`src/rtl/des_pkg.sv`:
```
// =============================================================================
//  Module : des_pkg
//  Brief  : DES permutation tables, S-boxes, key-schedule helpers and shared types.
//  Rev    : 1.0
// =============================================================================
`default_nettype none

package des_pkg;

    localparam int DES_ROUNDS = 16;

    typedef logic [0:31] half_t;
    typedef logic [0:27] cd_t;
    typedef logic [0:47] subkey_t;

    typedef enum logic [0:0] {
        S_IDLE = 1'b0,
        S_RUN  = 1'b1
    } state_t;

    // All table entries use FIPS 1-based bit numbering.
    localparam int PC1 [0:55] = '{
        57, 49, 41, 33, 25, 17,  9,
         1, 58, 50, 42, 34, 26, 18,
        10,  2, 59, 51, 43, 35, 27,
        19, 11,  3, 60, 52, 44, 36,
        63, 55, 47, 39, 31, 23, 15,
         7, 62, 54, 46, 38, 30, 22,
        14,  6, 61, 53, 45, 37, 29,
        21, 13,  5, 28, 20, 12,  4
    };

    localparam int PC2 [0:47] = '{
        14, 17, 11, 24,  1,  5,
         3, 28, 15,  6, 21, 10,
        23, 19, 12,  4, 26,  8,
        16,  7, 27, 20, 13,  2,
        41, 52, 31, 37, 47, 55,
        30, 40, 51, 45, 33, 48,
        44, 49, 39, 56, 34, 53,
        46, 42, 50, 36, 29, 32
    };

    localparam int E_TAB [0:47] = '{
        32,  1,  2,  3,  4,  5,
         4,  5,  6,  7,  8,  9,
         8,  9, 10, 11, 12, 13,
        12, 13, 14, 15, 16, 17,
        16, 17, 18, 19, 20, 21,
        20, 21, 22, 23, 24, 25,
        24, 25, 26, 27, 28, 29,
        28, 29, 30, 31, 32,  1
    };

    localparam int P_TAB [0:31] = '{
        16,  7, 20, 21, 29, 12, 28, 17,
         1, 15, 23, 26,  5, 18, 31, 10,
         2,  8, 24, 14, 32, 27,  3,  9,
        19, 13, 30,  6, 22, 11,  4, 25
    };

    // Entry 0 is padding so the table is indexed directly by round number 1..16.
    localparam logic [1:0] SHIFT [0:16] = '{
        2'd0,
        2'd1, 2'd1, 2'd2, 2'd2, 2'd2, 2'd2, 2'd2, 2'd2,
        2'd1, 2'd2, 2'd2, 2'd2, 2'd2, 2'd2, 2'd2, 2'd1
    };

    // Row-major: index = {b1, b6, b2..b5}.
    localparam int SBOX [0:7][0:63] = '{
        '{14,  4, 13,  1,  2, 15, 11,  8,  3, 10,  6, 12,  5,  9,  0,  7,
           0, 15,  7,  4, 14,  2, 13,  1, 10,  6, 12, 11,  9,  5,  3,  8,
           4,  1, 14,  8, 13,  6,  2, 11, 15, 12,  9,  7,  3, 10,  5,  0,
          15, 12,  8,  2,  4,  9,  1,  7,  5, 11,  3, 14, 10,  0,  6, 13},
        '{15,  1,  8, 14,  6, 11,  3,  4,  9,  7,  2, 13, 12,  0,  5, 10,
           3, 13,  4,  7, 15,  2,  8, 14, 12,  0,  1, 10,  6,  9, 11,  5,
           0, 14,  7, 11, 10,  4, 13,  1,  5,  8, 12,  6,  9,  3,  2, 15,
          13,  8, 10,  1,  3, 15,  4,  2, 11,  6,  7, 12,  0,  5, 14,  9},
        '{10,  0,  9, 14,  6,  3, 15,  5,  1, 13, 12,  7, 11,  4,  2,  8,
          13,  7,  0,  9,  3,  4,  6, 10,  2,  8,  5, 14, 12, 11, 15,  1,
          13,  6,  4,  9,  8, 15,  3,  0, 11,  1,  2, 12,  5, 10, 14,  7,
           1, 10, 13,  0,  6,  9,  8,  7,  4, 15, 14,  3, 11,  5,  2, 12},
        '{ 7, 13, 14,  3,  0,  6,  9, 10,  1,  2,  8,  5, 11, 12,  4, 15,
          13,  8, 11,  5,  6, 15,  0,  3,  4,  7,  2, 12,  1, 10, 14,  9,
          10,  6,  9,  0, 12, 11,  7, 13, 15,  1,  3, 14,  5,  2,  8,  4,
           3, 15,  0,  6, 10,  1, 13,  8,  9,  4,  5, 11, 12,  7,  2, 14},
        '{ 2, 12,  4,  1,  7, 10, 11,  6,  8,  5,  3, 15, 13,  0, 14,  9,
          14, 11,  2, 12,  4,  7, 13,  1,  5,  0, 15, 10,  3,  9,  8,  6,
           4,  2,  1, 11, 10, 13,  7,  8, 15,  9, 12,  5,  6,  3,  0, 14,
          11,  8, 12,  7,  1, 14,  2, 13,  6, 15,  0,  9, 10,  4,  5,  3},
        '{12,  1, 10, 15,  9,  2,  6,  8,  0, 13,  3,  4, 14,  7,  5, 11,
          10, 15,  4,  2,  7, 12,  9,  5,  6,  1, 13, 14,  0, 11,  3,  8,
           9, 14, 15,  5,  2,  8, 12,  3,  7,  0,  4, 10,  1, 13, 11,  6,
           4,  3,  2, 12,  9,  5, 15, 10, 11, 14,  1,  7,  6,  0,  8, 13},
        '{ 4, 11,  2, 14, 15,  0,  8, 13,  3, 12,  9,  7,  5, 10,  6,  1,
          13,  0, 11,  7,  4,  9,  1, 10, 14,  3,  5, 12,  2, 15,  8,  6,
           1,  4, 11, 13, 12,  3,  7, 14, 10, 15,  6,  8,  0,  5,  9,  2,
           6, 11, 13,  8,  1,  4, 10,  7,  9,  5,  0, 15, 14,  2,  3, 12},
        '{13,  2,  8,  4,  6, 15, 11,  1, 10,  9,  3, 14,  5,  0, 12,  7,
           1, 15, 13,  8, 10,  3,  7,  4, 12,  5,  6, 11,  0, 14,  9,  2,
           7, 11,  4,  1,  9, 12, 14,  2,  0,  6, 10, 13, 15,  3,  5,  8,
           2,  1, 14,  7,  4, 10,  8, 13, 15, 12,  9,  0,  3,  5,  6, 11}
    };

    // One key-schedule step ahead of round rnd. Decrypt walks the schedule
    // backwards: round 1 reuses C0/D0 (= C16/D16), later rounds rotate right.
    function automatic cd_t key_step(input cd_t v, input logic [4:0] rnd, input logic dec);
        cd_t        o;
        logic [1:0] n;
        o = v;
        if (!dec) begin
            n = SHIFT[rnd];
            o = (n == 2'd1) ? {v[1:27], v[0]} : {v[2:27], v[0:1]};
        end else if (rnd != 5'd1) begin
            n = SHIFT[5'd18 - rnd];
            o = (n == 2'd1) ? {v[27], v[0:26]} : {v[26:27], v[0:25]};
        end
        return o;
    endfunction

endpackage

`default_nettype wire

```
`src/rtl/des_f.sv`:
```
// =============================================================================
//  Module : des_f
//  Brief  : Combinational DES round function f(R, K) = P(S(E(R) ^ K)).
//  Rev    : 1.0
// =============================================================================
`default_nettype none

module des_f
    import des_pkg::*;
(
    input  half_t   i_r,
    input  subkey_t i_k,
    output half_t   o_f
);

    subkey_t w_e;
    subkey_t w_x;
    half_t   w_s;

    for (genvar i = 0; i < 48; i++) begin : g_e
        assign w_e[i] = i_r[E_TAB[i] - 1];
    end

    assign w_x = w_e ^ i_k;

    for (genvar g = 0; g < 8; g++) begin : g_sbox
        logic [5:0] w_idx;
        // Outer bits pick the row, inner four the column.
        assign w_idx          = {w_x[6*g], w_x[6*g+5], w_x[6*g+1 +: 4]};
        assign w_s[4*g +: 4]  = 4'(SBOX[g][w_idx]);
    end

    for (genvar i = 0; i < 32; i++) begin : g_p
        assign o_f[i] = w_s[P_TAB[i] - 1];
    end

endmodule

`default_nettype wire

```
`src/rtl/des_round_iter.sv`:
```
// =============================================================================
//  Module : des_round_iter
//  Brief  : Iterative 16-round DES Feistel engine, on-the-fly key schedule,
//           start/done handshake. Optional key parity check: DES_KEY_PARITY_EN.
//  Rev    : 1.0
// =============================================================================
`default_nettype none

module des_round_iter
    import des_pkg::*;
#(
    parameter int ROUNDS_PER_CYCLE = 1
)(
    input  logic        clk,
    input  logic        rst,
    input  logic        start,
    input  logic        decrypt,
    input  logic [0:63] key,
    input  logic [0:63] data_in,
    output logic [0:63] data_out,
    output logic        busy,
    output logic        done,
    output logic        key_err
);

    if (!(ROUNDS_PER_CYCLE == 1 || ROUNDS_PER_CYCLE == 2 || ROUNDS_PER_CYCLE == 4)) begin : g_bad_rpc
        $error("des_round_iter: ROUNDS_PER_CYCLE must be 1, 2 or 4");
    end

    state_t      state_q, state_d;
    half_t       l_q, l_d, r_q, r_d;
    cd_t         c_q, c_d, d_q, d_d;
    logic        dir_q, dir_d;
    logic [4:0]  rnd_q, rnd_d;
    logic [0:63] data_out_q, data_out_d;
    logic        busy_q, busy_d;
    logic        done_q, done_d;
    logic        key_ok;

    logic [0:55] w_cd0;
    for (genvar i = 0; i < 56; i++) begin : g_pc1
        assign w_cd0[i] = key[PC1[i] - 1];
    end

`ifdef DES_KEY_PARITY_EN
    logic key_err_q, key_err_d;
    logic [7:0] w_byte_odd;
    for (genvar b = 0; b < 8; b++) begin : g_par
        assign w_byte_odd[b] = ^key[8*b +: 8];
    end
    assign key_ok  = &w_byte_odd;
    assign key_err = key_err_q;
`else
    logic w_key_unused;
    assign w_key_unused = ^key;
    assign key_ok       = 1'b1;
    assign key_err      = 1'b0;
`endif

    // Unrolled round chain: stage 0 is the register contents.
    half_t l_s [0:ROUNDS_PER_CYCLE];
    half_t r_s [0:ROUNDS_PER_CYCLE];
    cd_t   c_s [0:ROUNDS_PER_CYCLE];
    cd_t   d_s [0:ROUNDS_PER_CYCLE];

    assign l_s[0] = l_q;
    assign r_s[0] = r_q;
    assign c_s[0] = c_q;
    assign d_s[0] = d_q;

    for (genvar g = 0; g < ROUNDS_PER_CYCLE; g++) begin : g_round
        logic [4:0]  w_idx;
        logic [0:55] w_cd;
        subkey_t     w_k;
        half_t       w_f;

        assign w_idx    = rnd_q + 5'(g + 1);
        assign c_s[g+1] = key_step(c_s[g], w_idx, dir_q);
        assign d_s[g+1] = key_step(d_s[g], w_idx, dir_q);
        assign w_cd     = {c_s[g+1], d_s[g+1]};

        for (genvar j = 0; j < 48; j++) begin : g_pc2
            assign w_k[j] = w_cd[PC2[j] - 1];
        end

        des_f u_f (
            .i_r (r_s[g]),
            .i_k (w_k),
            .o_f (w_f)
        );

        assign l_s[g+1] = r_s[g];
        assign r_s[g+1] = l_s[g] ^ w_f;
    end

    logic [4:0] w_rnd_nxt;
    assign w_rnd_nxt = rnd_q + 5'(ROUNDS_PER_CYCLE);

    always_comb begin
        state_d    = state_q;
        l_d        = l_q;
        r_d        = r_q;
        c_d        = c_q;
        d_d        = d_q;
        dir_d      = dir_q;
        rnd_d      = rnd_q;
        data_out_d = data_out_q;
        busy_d     = busy_q;
        done_d     = 1'b0;
`ifdef DES_KEY_PARITY_EN
        key_err_d  = 1'b0;
`endif
        case (state_q)
            S_IDLE: begin
                if (start) begin
`ifdef DES_KEY_PARITY_EN
                    key_err_d = !key_ok;
`endif
                    if (key_ok) begin
                        l_d     = data_in[0:31];
                        r_d     = data_in[32:63];
                        c_d     = w_cd0[0:27];
                        d_d     = w_cd0[28:55];
                        rnd_d   = 5'd0;
                        dir_d   = decrypt;
                        busy_d  = 1'b1;
                        state_d = S_RUN;
                    end
                end
            end
            S_RUN: begin
                l_d   = l_s[ROUNDS_PER_CYCLE];
                r_d   = r_s[ROUNDS_PER_CYCLE];
                c_d   = c_s[ROUNDS_PER_CYCLE];
                d_d   = d_s[ROUNDS_PER_CYCLE];
                rnd_d = w_rnd_nxt;
                if (w_rnd_nxt == 5'(DES_ROUNDS)) begin
                    // Final swap: preoutput is R16 || L16.
                    data_out_d = {r_s[ROUNDS_PER_CYCLE], l_s[ROUNDS_PER_CYCLE]};
                    done_d     = 1'b1;
                    busy_d     = 1'b0;
                    rnd_d      = 5'd0;
                    state_d    = S_IDLE;
                end
            end
            default: state_d = S_IDLE;
        endcase
    end

    always_ff @(posedge clk or posedge rst) begin
        if (rst) begin
            state_q    <= S_IDLE;
            l_q        <= '0;
            r_q        <= '0;
            c_q        <= '0;
            d_q        <= '0;
            dir_q      <= 1'b0;
            rnd_q      <= 5'd0;
            data_out_q <= '0;
            busy_q     <= 1'b0;
            done_q     <= 1'b0;
`ifdef DES_KEY_PARITY_EN
            key_err_q  <= 1'b0;
`endif
        end else begin
            state_q    <= state_d;
            l_q        <= l_d;
            r_q        <= r_d;
            c_q        <= c_d;
            d_q        <= d_d;
            dir_q      <= dir_d;
            rnd_q      <= rnd_d;
            data_out_q <= data_out_d;
            busy_q     <= busy_d;
            done_q     <= done_d;
`ifdef DES_KEY_PARITY_EN
            key_err_q  <= key_err_d;
`endif
        end
    end

    assign data_out = data_out_q;
    assign busy     = busy_q;
    assign done     = done_q;

endmodule

`default_nettype wire
```
`config.mk`:
```
export PLATFORM = sky130hd
export DESIGN_NAME = des_round_iter
export DESIGN_NICKNAME = d
export VERILOG_FILES = /design/src/rtl/des_pkg.sv /design/src/rtl/des_f.sv /design/src/rtl/des_round_iter.sv
export SDC_FILE = /design/constraint.sdc
export NUM_CORES = 1
export LEC_CHECK = 0
export BUFFER_PORTS_ARGS = -buffer_cell sky130_fd_sc_hd__buf_2
export CORE_ASPECT_RATIO = 2
export CORE_UTILIZATION = 50
export CTS_CLUSTER_DIAMETER = 120
export CTS_CLUSTER_SIZE = 8
export DETAILED_ROUTE_END_ITERATION = 10
export HOLD_SLACK_MARGIN = 0.1
export PLACE_DENSITY = 0.8
export SYNTH_ARGS = -nofsm -noshare
export SYNTH_HDL_FRONTEND = slang
export SYNTH_SLANG_ARGS = --single-unit
```
`constraint.sdc`:
```
create_clock -name clk -period 9.5 [get_ports clk]
set_input_delay 1.9 -clock clk [delete_from_list [all_inputs] [get_ports clk]]
set_output_delay 1.9 -clock clk [all_outputs]
set_load 0.05 [all_outputs]
```
; ---- Word-level counts from Yosys, hierarchy flattened
; Memory sizes are Yosys's and may differ from the RTL's.
; Index checks and enable logic that the tools add are counted.
; Widths: inputs -> output; s select.
[op_classes]
n_eq_ne = 7
addsub = 2
reduce_logical = 4
muxes = 47
order_cmp = 10
bitwise = 13
[op_table]
columns = op, count
row1 = $mux 28, 10
row2 = $pmux 32 s2, 2
row3 = $pmux 28 s2, 2
row4 = $mux 32, 2
row5 = $mux 4, 16
row6 = $ge 7x7->1 const B, 8
row7 = $not 6->7, 8
row8 = $xor 48x48->48, 1
row9 = $xor 32x32->32, 1
row10 = $ge 6x6->1 const B, 2
row11 = $not 5->6, 2
row12 = $mux 5, 2
row13 = $pmux 5 s2, 1
row14 = $mux 2, 4
row15 = $reduce_and 2->1, 4
row16 = $mux 1, 6
row17 = $add 5x1->5 const B, 1
row18 = $eq 5x5->1 const B, 1
row19 = $ne 5x1->1 const B, 1
row20 = $sub 5x5->5 const A, 1
row21 = $eq 2x1->1 const B, 2
row22 = $pmux 1 s2, 2
row23 = $ne 3x2->1 const B, 1
row24 = $ne 2x1->1 const B, 1
row25 = other kinds (2), 2
[totals]
rom_bits = 16512
register_bits = 193
n_memories = 10
wordCells = 105
in_bits = 132
out_inout_bits = 67
[mem_list]
columns = name, words, word_bits, rd, rd_clocked_by_memory_dff, wr, line
row1 = (no name shown), 64, 32, 1, 0, 0, des_f.sv:30  ; assign w_s[4*g +: 4] = 4'(SBOX[g][w_idx]);
row2 = (no name shown), 64, 32, 1, 0, 0, des_f.sv:30
row3 = (no name shown), 64, 32, 1, 0, 0, des_f.sv:30
row4 = (no name shown), 64, 32, 1, 0, 0, des_f.sv:30
row5 = (no name shown), 64, 32, 1, 0, 0, des_f.sv:30
row6 = (no name shown), 64, 32, 1, 0, 0, des_f.sv:30
row7 = 4 more memories, --, --, --, --, --, --

; ---- Logic depth before layout (Yosys ltp)
; Gate-level depths: netlist (run 1).
[logic_depth]
depth_word = 17
ltp_mapped = 23
mapped_depth_nobuf = 19

; ---- Hierarchy
; A second synthesis (run 1) with hierarchy kept.
[unflattened]
cells_unflattened = 1721
hier_area_um2 = 15895.2
[by_module_without_submodules]
columns = mod, seq_area_each_um2, area_per_inst_um2, cells_per_inst, instances
row1 = des_round_iter, 4829.6, 10750.3, 1040, 1
row2 = des_f, 0.0, 5144.9, 681, 1

; ---- Least setup slack after synthesis (run 1)
; OpenSTA, ideal clock, no wires.
[synth_timing]
kind = reg-to-reg
start = register rnd_q[0]
end = register r_q[3]
t_arrival_ns = 4.608
setup_slack_ns = 4.766
path_stages_with_launch = 22
setup_time_ns = 0.126
t_required_ns = 9.374
period_less_slack_ns = 4.734
n_path_buf = 3
path_cell_list = dfrtp_1 buf_2 inv_1 ha_1 inv_1 ha_1 nor2_1 nand3b_1 a211oi_2 buf_2 nor4_1 o21ai_0 nor4b_2 xnor2_1 inv_1 buf_2 ha_1 or4_1 o2111ai_1 o32a_1 or4b_1 o311a_1
[synth_via]
elab_chain_cells = 17
elab_cells_between_ends = 24
cone_classes = 2 x add/sub / 3 x eq/ne / 11 x mux / 5 x bitwise / 3 x memory
[synth_rtl]
columns = element, line
row1 = start: declaration, des_round_iter.sv:34  ; logic [4:0] rnd_q, rnd_d;
row2 = start signal: assignment, des_round_iter.sv:172  ; rnd_q <= rnd_d;
row3 = $add 5x1->5 *, des_round_iter.sv:77  ; assign w_idx = rnd_q + 5'(g + 1);
row4 = $sub 5x5->5, des_pkg.sv:115  ; n = SHIFT[5'd18 - rnd];
row5 = $not 5->6 (not written as such), des_pkg.sv:115
row6 = $mem_v2 32x2, --
row7 = $mux 2 (not written as such) (2 in a row), des_pkg.sv:115
row8 = $eq 2x1->1, des_pkg.sv:116  ; o = (n == 2'd1) ? {v[27], v[0:26]} : {v[26:27], v[0:25]};
row9 = $mux 28, des_pkg.sv:116
row10 = $mux 28, des_pkg.sv:114  ; end else if (rnd != 5'd1) begin
row11 = $mux 28 *, des_pkg.sv:111  ; if (!dec) begin
row12 = $xor 48x48->48 *, des_f.sv:24  ; assign w_x = w_e ^ i_k;
row13 = $not 6->7 (not written as such) *, des_f.sv:30
row14 = $mem_v2 64x32 *, --
row15 = $mux 4 (not written as such) * (2 in a row), des_f.sv:30
row16 = $xor 32x32->32 *, des_round_iter.sv:93  ; assign r_s[g+1] = l_s[g] ^ w_f;
row17 = $pmux 32 s2 *, des_round_iter.sv:113  ; case (state_q)
row18 = end signal: assignment, des_round_iter.sv:168  ; r_q <= r_d;
row19 = end: declaration, des_round_iter.sv:31  ; half_t l_q, l_d, r_q, r_d;
; Mark *: on every way between the ends. The rest lies on a longest branch, timed or not. The select of a mux whose other input is x is not followed.
; A chain may end at the register's enable or synchronous reset.

; ---- Final worst setup path (run 1)
[layout_timing]
start = register rnd_q[1]
end = register r_q[9]
[layout_via]
elab_chain_cells = 17
elab_cells_between_ends = 24
cone_classes = 2 x add/sub / 3 x eq/ne / 11 x mux / 5 x bitwise / 3 x memory
[layout_rtl]
columns = element, line
row1 = $add 5x1->5 *, des_round_iter.sv:77
row2 = $sub 5x5->5, des_pkg.sv:115
row3 = $not 5->6 (not written as such), des_pkg.sv:115
row4 = $mem_v2 32x2, --
row5 = $mux 2 (2 in a row), --
row6 = $eq 2x1->1, --
row7 = $mux 28, des_pkg.sv:116
row8 = $mux 28, des_pkg.sv:114
row9 = $mux 28 *, des_pkg.sv:111
row10 = $xor 48x48->48 *, des_f.sv:24
row11 = $not 6->7 (not written as such) *, des_f.sv:30
row12 = $mem_v2 64x32 *, --
row13 = $mux 4 (not written as such) * (2 in a row), des_f.sv:30
row14 = $xor 32x32->32 *, des_round_iter.sv:93
row15 = $pmux 32 s2 *, des_round_iter.sv:113
; Marked as above.

==> flow_summary.toml, run 1 <==
[logic_synthesis]
synthCells = 2339
synth_edf_count = 0
synthFlopType = "dfrtp_1"
yosysTopAreaCell = "dfrtp_1"
ys_async_sr_fraction_pct = 100.0
yosysUniqueCellTypes = 117
synth_seq_cells = 193
synth_top_cell_area_share_pct = 24.89
synth_fp_nets = 2538
syn_area_per_cell_um2 = 8.297
syn_area_um2 = 19410
synth_area_leaders = "dfrtp_1 (25%), mux2i_1 (7.6%), nand2_1 (5.3%)"
yosysWarnings = 0
synth_commonest_cells = "nand2_1 (275), dfrtp_1 (193), mux2i_1 (148), nor2_1 (143), o21ai_0 (117)"
synth_seq_area_share_pct = 24.89
synth_most_common_cell = "nand2_1"

[global_routing]
grt.total_usage_pct = 36.61
grt_pass1_wl_um = 111800
gr-total-overflow = 0
grt_max_degree = 102
antenna_found_initial = 2
grt_pass1_vias = 19960

[timing]
setup_tns_ps = 0
maxSlewHeadroom_pct = 14.52
min_period_ps = 6608
hold_viol_final = 0
min_period_over_period_pct = 69.56
slew_violations = 0
clock.fmax_mhz = 151.3
worst_slew_pin_slew_ps = 1281
fin_worst_skew_ps = 11.86
rsz0062_at_grt = "no"
finalSetupViolations = 0

[setup_path]
rrSetupSlack_ps = 2890
crit_type = "flip-flop to flip-flop"
required_ps = 9830
r2r_start = "rnd_q[1]$_DFFE_PP0P_"
worstSetupStartpointType = "flip-flop"
timing.rr.end = "r_q[9]$_DFFE_PP0P_"
critical_path.max_fanout = 57
end_kind = "flip-flop"
arrival_ps = 6940
ff2ff_path_depth = 17

[worst_hold_path]
hold_path_class = "flip-flop to flip-flop"
min_from = "data_out[59]$_DFFE_PP0P_"
holdPathEnd = "data_out[59]$_DFFE_PP0P_"
whs_path_depth = 2

[cts]
cts_buffer_depth = 2
clk_latency_ps = 480
cts_tree = "yes"
htree_num_levels = 4
cts-root-buf = "clkbuf_16"
clkTransAtPathRegs_ps = 80
cts_made_buffers = 17
cts_resized = 0
numClockSinks = 193
post_cts.repair.setup_buffers = 0
ctsHoldBuffers = 0

[placement]
dp.cells = 2874
gp_congestion = 0.9670
post_dp_cell_area_um2 = 20300
hpwl_um = 50190
io_buffer_count = 189

[route]
vias = 20540
drc_errors = 0
drt-pass1-iter-count = 6
antenna_left = 0
routed_via_density = 7.068
drt_wl_total_um = 72740
routedWlPerCell_um = 25.03
initialDrtViolationCount = 2165

[finish]
regArea_um2 = 4835
multi_input_area_um2 = 13290
final_cells = 2906
drive_gt1_share_pct = 16.77
finalInstanceArea_um2 = 20930
n_fill_cell = 3616
area_growth_pct = 7.865
final_nets = 2577
antennaDiodeCount = 0

[floorplan]
rows = 101
core_um2 = 38160
start_util_pct = 50.85
die_w_um = 141.3
boundaryPins = 199
die_area_um2 = 39650
die_y_um = 280.6

[run]
drv_cap = 0

[outcome]
status = "finished, final reports clean"
cells in the final DEF, fill, tap and decap left out, drive strengths merged, types with 53 or more instances in the layout:
cell,n
a211oi,82
a21oi,57
buf,218
dfrtp,193
ha,67
inv,90
mux2i,149
nand2,276
nand3,82
nor2,144
nor3,68
nor4,53
o211ai,57
o21ai,122
o31ai,56
critical path, cell delays in order, from the launching register on:
cell,delay (ps)
dfrtp_1,560
ha_1,480
nand3_2,250
xor2_4,220
buf_4,380
a31oi_4,920
buf_4,520
nand3b_1,130
mux2_2,290
o211ai_1,420
inv_2,310
ha_1,330
nor2_1,160
mux4_2,270
o21ai_0,90
o211ai_1,600
xor2_1,340
a21oi_1,110
worst max path at each step:
stage,from,cells after the start,to
2_1_floorplan,rst,1,busy$_DFFE_PP0P_
3_3_place_gp,rnd_q[1]$_DFFE_PP0P_,19,r_q[9]$_DFFE_PP0P_
3_5_place_dp,rnd_q[1]$_DFFE_PP0P_,17,r_q[9]$_DFFE_PP0P_
4_1_cts,rnd_q[1]$_DFFE_PP0P_,17,r_q[9]$_DFFE_PP0P_
5_1_grt,rnd_q[1]$_DFFE_PP0P_,16,r_q[3]$_DFFE_PP0P_
6_report,rnd_q[1]$_DFFE_PP0P_,17,r_q[9]$_DFFE_PP0P_
sequential cells by signal, indices dropped and copies added (netlist names):
name	count
l_q	32
busy	1
c_q	28
done	1
d_q	28
data_out	64
dir_q	1
rnd_q	5
r_q	32
state_q	1
per-stage QoR:
stage / util [%] / hold WS (ps) / worst slack, ps
after global routing: 54.85 / 501.0 / 2708
after detailed placement: 53.18 / 459.4 / 3177
after global placement: 53.18 / 454.9 / 3256
after CTS: 54.85 / 479.2 / 3144
final: 54.85 / 473.4 / 2892
after floorplan: - / 449.8 / 2344
cell type report:
type | count | area share [%]
clock inverter | 13 | 0.9264
inverter | 89 | 1.638
tap | 515 | 3.078
clock buffer | 19 | 2.116
timing repair buffer | 218 | 5.648
sequential | 193 | 23.09
multi-input combinational | 1859 | 63.50
metal layers:
metal | vias to the layer above | GRT usage, % | share of wire [%]
met2 | 1291 | 60.79 | 47
met1 | 9848 | 40.72 | 35
li1 | 9047 | - | -
met3 | 350 | 6.878 | 9.2
met4 | 4 | 29.07 | 8.2
met5 | - | 1.412 | 0.12
cells by family (layout without fill, tap and decap cells):
family | count (synthesis) | after routing | share of synthesized area [%]
AND/OR/NAND/NOR | 822 | 822 | 21.20
AO/OA/AOI/OAI | 727 | 727 | 29.30
buffers and inverters | 287 | 339 | 6.885
multiplexers | 193 | 193 | 10.80
flip-flops | 193 | 193 | 24.89
adder cells (fa/ha/maj) | 67 | 67 | 4.319
XOR/XNOR | 49 | 49 | 2.598
other | 1 | 1 | 0.01932
Power of run 1 is not shown: default switching activity piles up to over one toggle a cycle in this logic, so the estimate is an artifact.
==> inputs of run 2 (changes only) <==
Settings changed: ABC_AREA set to 1, PLACE_DENSITY 0.8 to 0.84.
Clock period 9.5 ns to 5.6 ns, I/O delays scaled along.
==> run 2 against run 1 <==
Net effect:
- synthesized cell count grew 13%
- highest routed layer unchanged
- via count decreased by 5.4%
- die area is 13% lower
- clock skew increased by 5.7 ps
- register-to-register slack got worse by 2200 ps
==> flow_summary.toml, run 2 <==
[cts]
cts_tree = "yes"
post_cts.repair.setup_buffers = 0
cts_resized = 0
clk_latency_ps = 480
cts_buffer_depth = 2
clkTransAtPathRegs_ps = 80
cts-root-buf = "clkbuf_16"
cts_made_buffers = 17
ctsHoldBuffers = 0
numClockSinks = 193
htree_num_levels = 4

[placement]
gp_congestion = 1.032
post_dp_cell_area_um2 = 17920
io_buffer_count = 189
hpwl_um = 51410
dp.cells = 3161

[logic_synthesis]
synth_edf_count = 0
synth_seq_cells = 193
synthFlopType = "dfrtp_1"
muxShareOfSynthArea_pct = 0
yosysUniqueCellTypes = 39
synthCells = 2633
yosysWarnings = 0
synth_top_family_by_area = "simple AND/OR/NAND/NOR gates"
synth_fp_nets = 2832
synth_xor_area_share_pct = 0.8069
yosysTopAreaCell = "dfrtp_1"
synth_top_cell_area_share_pct = 28.58
synthSimpleGateAreaFrac_pct = 43.72
ys_async_sr_fraction_pct = 100.0
syn_area_per_cell_um2 = 6.419
syn_area_um2 = 16900
synth_fa_ha_area_share_pct = 4.960
synth-compound-area-share_pct = 12.44
synth_seq_area_share_pct = 28.58
synth_commonest_cells = "nand2_1 (1036), nand3_1 (482), inv_1 (200), dfrtp_1 (193), o21ai_0 (94)"
synth_area_leaders = "dfrtp_1 (29%), nand2_1 (23%), nand3_1 (14%)"
synth_most_common_cell = "nand2_1"

[setup_path]
crit_type = "flip-flop to flip-flop"
critical_path.max_fanout = 55
cpMostUsedCell = "nand2_1"
critPathSlowestCell = "buf_4"
ff2ff_path_depth = 26
end_kind = "flip-flop"
required_ps = 5950
rrSetupSlack_ps = 730
arrival_ps = 5210
cp_top_family = "simple AND/OR/NAND/NOR gates"
timing.rr.end = "r_q[18]$_DFFE_PP0P_"
worstSetupStartpointType = "flip-flop"
crit_buf_inv = 2
max_stage_delay_ps = 520
r2r_start = "rnd_q[0]$_DFFE_PP0P_"

[floorplan]
core_um2 = 33050
rows = 94
boundaryPins = 199
die_y_um = 262.0
die_area_um2 = 34590
start_util_pct = 51.14
die_w_um = 132.0

[route]
antenna_left = 0
drt-pass1-iter-count = 8
initialDrtViolationCount = 1819
routedWlPerCell_um = 21.79
vias = 19430
drt_wl_total_um = 69590
drc_errors = 0
routed_via_density = 6.085

[finish]
final_cells = 3194
final_cell_mix = "nand2_1 (1036), nand3_1 (482), inv_1 (197)"
drive_gt1_share_pct = 14.74
layout_commonest_cell = "nand2_1"
area_growth_pct = 9.661
finalInstanceArea_um2 = 18530
largest_reg_flops = 64
final_nets = 2947
n_fill_cell = 3294

[run]
drv_cap = 0

[timing]
hold_viol_final = 0
finalSetupViolations = 0
min_period_over_period_pct = 86.90
min_period_ps = 4866
worst_slew_pin_slew_ps = 1218
clock.fmax_mhz = 205.5
setup_tns_ps = 0
slew_violations = 0
maxSlewHeadroom_pct = 18.78
rsz0062_at_grt = "no"
fin_worst_skew_ps = 17.51

[global_routing]
grt_pass1_wl_um = 105900
grt.total_usage_pct = 40.53
gr-total-overflow = 0
antenna_found_initial = 2
grt_max_degree = 105
grt_pass1_vias = 18780

[outcome]
status = "finished, final reports clean"

[worst_hold_path]
whs_path_depth = 2
hold_path_class = "flip-flop to flip-flop"
holdPathEnd = "data_out[13]$_DFFE_PP0P_"
min_from = "data_out[13]$_DFFE_PP0P_"
## run 2: cell count changes after synthesis, moves of 37 or more
cell / change
buf_2: -48
a211oi_1: -67
inv_1: +124
o31ai_1: -54
o221ai_1: +52
nand3_1: +403
or4_1: -41
nor2_1: -110
xnor2_1: -37
nand2_1: +761
nor4_1: -51
nand2_2: +65
mux2i_1: -148
## run 2: per-stage QoR
stage	setup WS, ps	hold WS (ps)	utilization [%]
after global routing	524.6	497.4	56.08
after global placement	1123	461.2	54.21
final	733.8	477.7	56.08
after floorplan	1990	493.2	-
after CTS	1007	481.6	56.07
after detailed placement	1069	460.5	54.21
## run 2: worst max-delay path by stage
stage                              start  cells past startpoint                        to  slack [ps]
floorplan                            rst                      1          busy$_DFFE_PP0P_        1990
global placement    rnd_q[0]$_DFFE_PP0P_                     26        r_q[7]$_DFFE_PP0P_        1120
detailed placement  rnd_q[0]$_DFFE_PP0P_                     26        r_q[7]$_DFFE_PP0P_        1070
CTS                 rnd_q[0]$_DFFE_PP0P_                     26       r_q[18]$_DFFE_PP0P_        1010
global route        rnd_q[0]$_DFFE_PP0P_                     28  data_out[17]$_DFFE_PP0P_         520
finish              rnd_q[0]$_DFFE_PP0P_                     26       r_q[18]$_DFFE_PP0P_         730
## run 2: per-layer routing
metal  global-route usage (%)  wire length [um]  vias to the layer above  part of all wire, %
met1                    40.84             22980                     9077                   33
li1                         -                 -                     8928                    -
met5                        0                13                        -                0.019
met2                    67.43             32740                     1089                   47
met3                    8.140              5600                      338                  8.0
met4                    44.25              8254                        2                   12
## run 2: cells by family (layout without fill, tap and decap cells)
family | after synthesis | in the layout
compound gates | 324 | 324
xor+xnor | 7 | 7
fa+ha+maj | 67 | 67
buf+inv | 348 | 476
flops | 193 | 193
other cells | 1 | 2
simple gates | 1693 | 1693
## run 2: cell type report
cell class	count	area, um2	area share [%]
Clock buffer	19	452.9	2.444
Multi-Input combinational cell	2092	10490	56.62
Antenna cell	1	2.502	0.01350
Inverter	223	840.8	4.537
Timing Repair Buffer	221	1211	6.535
Clock inverter	13	161.4	0.8709
Sequential cell	193	4831	26.06
Tap cell	432	540.5	2.916
## run 2: worst min-delay path: cells and delay by family, from the launching register on
family,cells,cell delay (ps)
flops,1,350
simple gates,2,100
Power of run 2 is left out for the same reason.
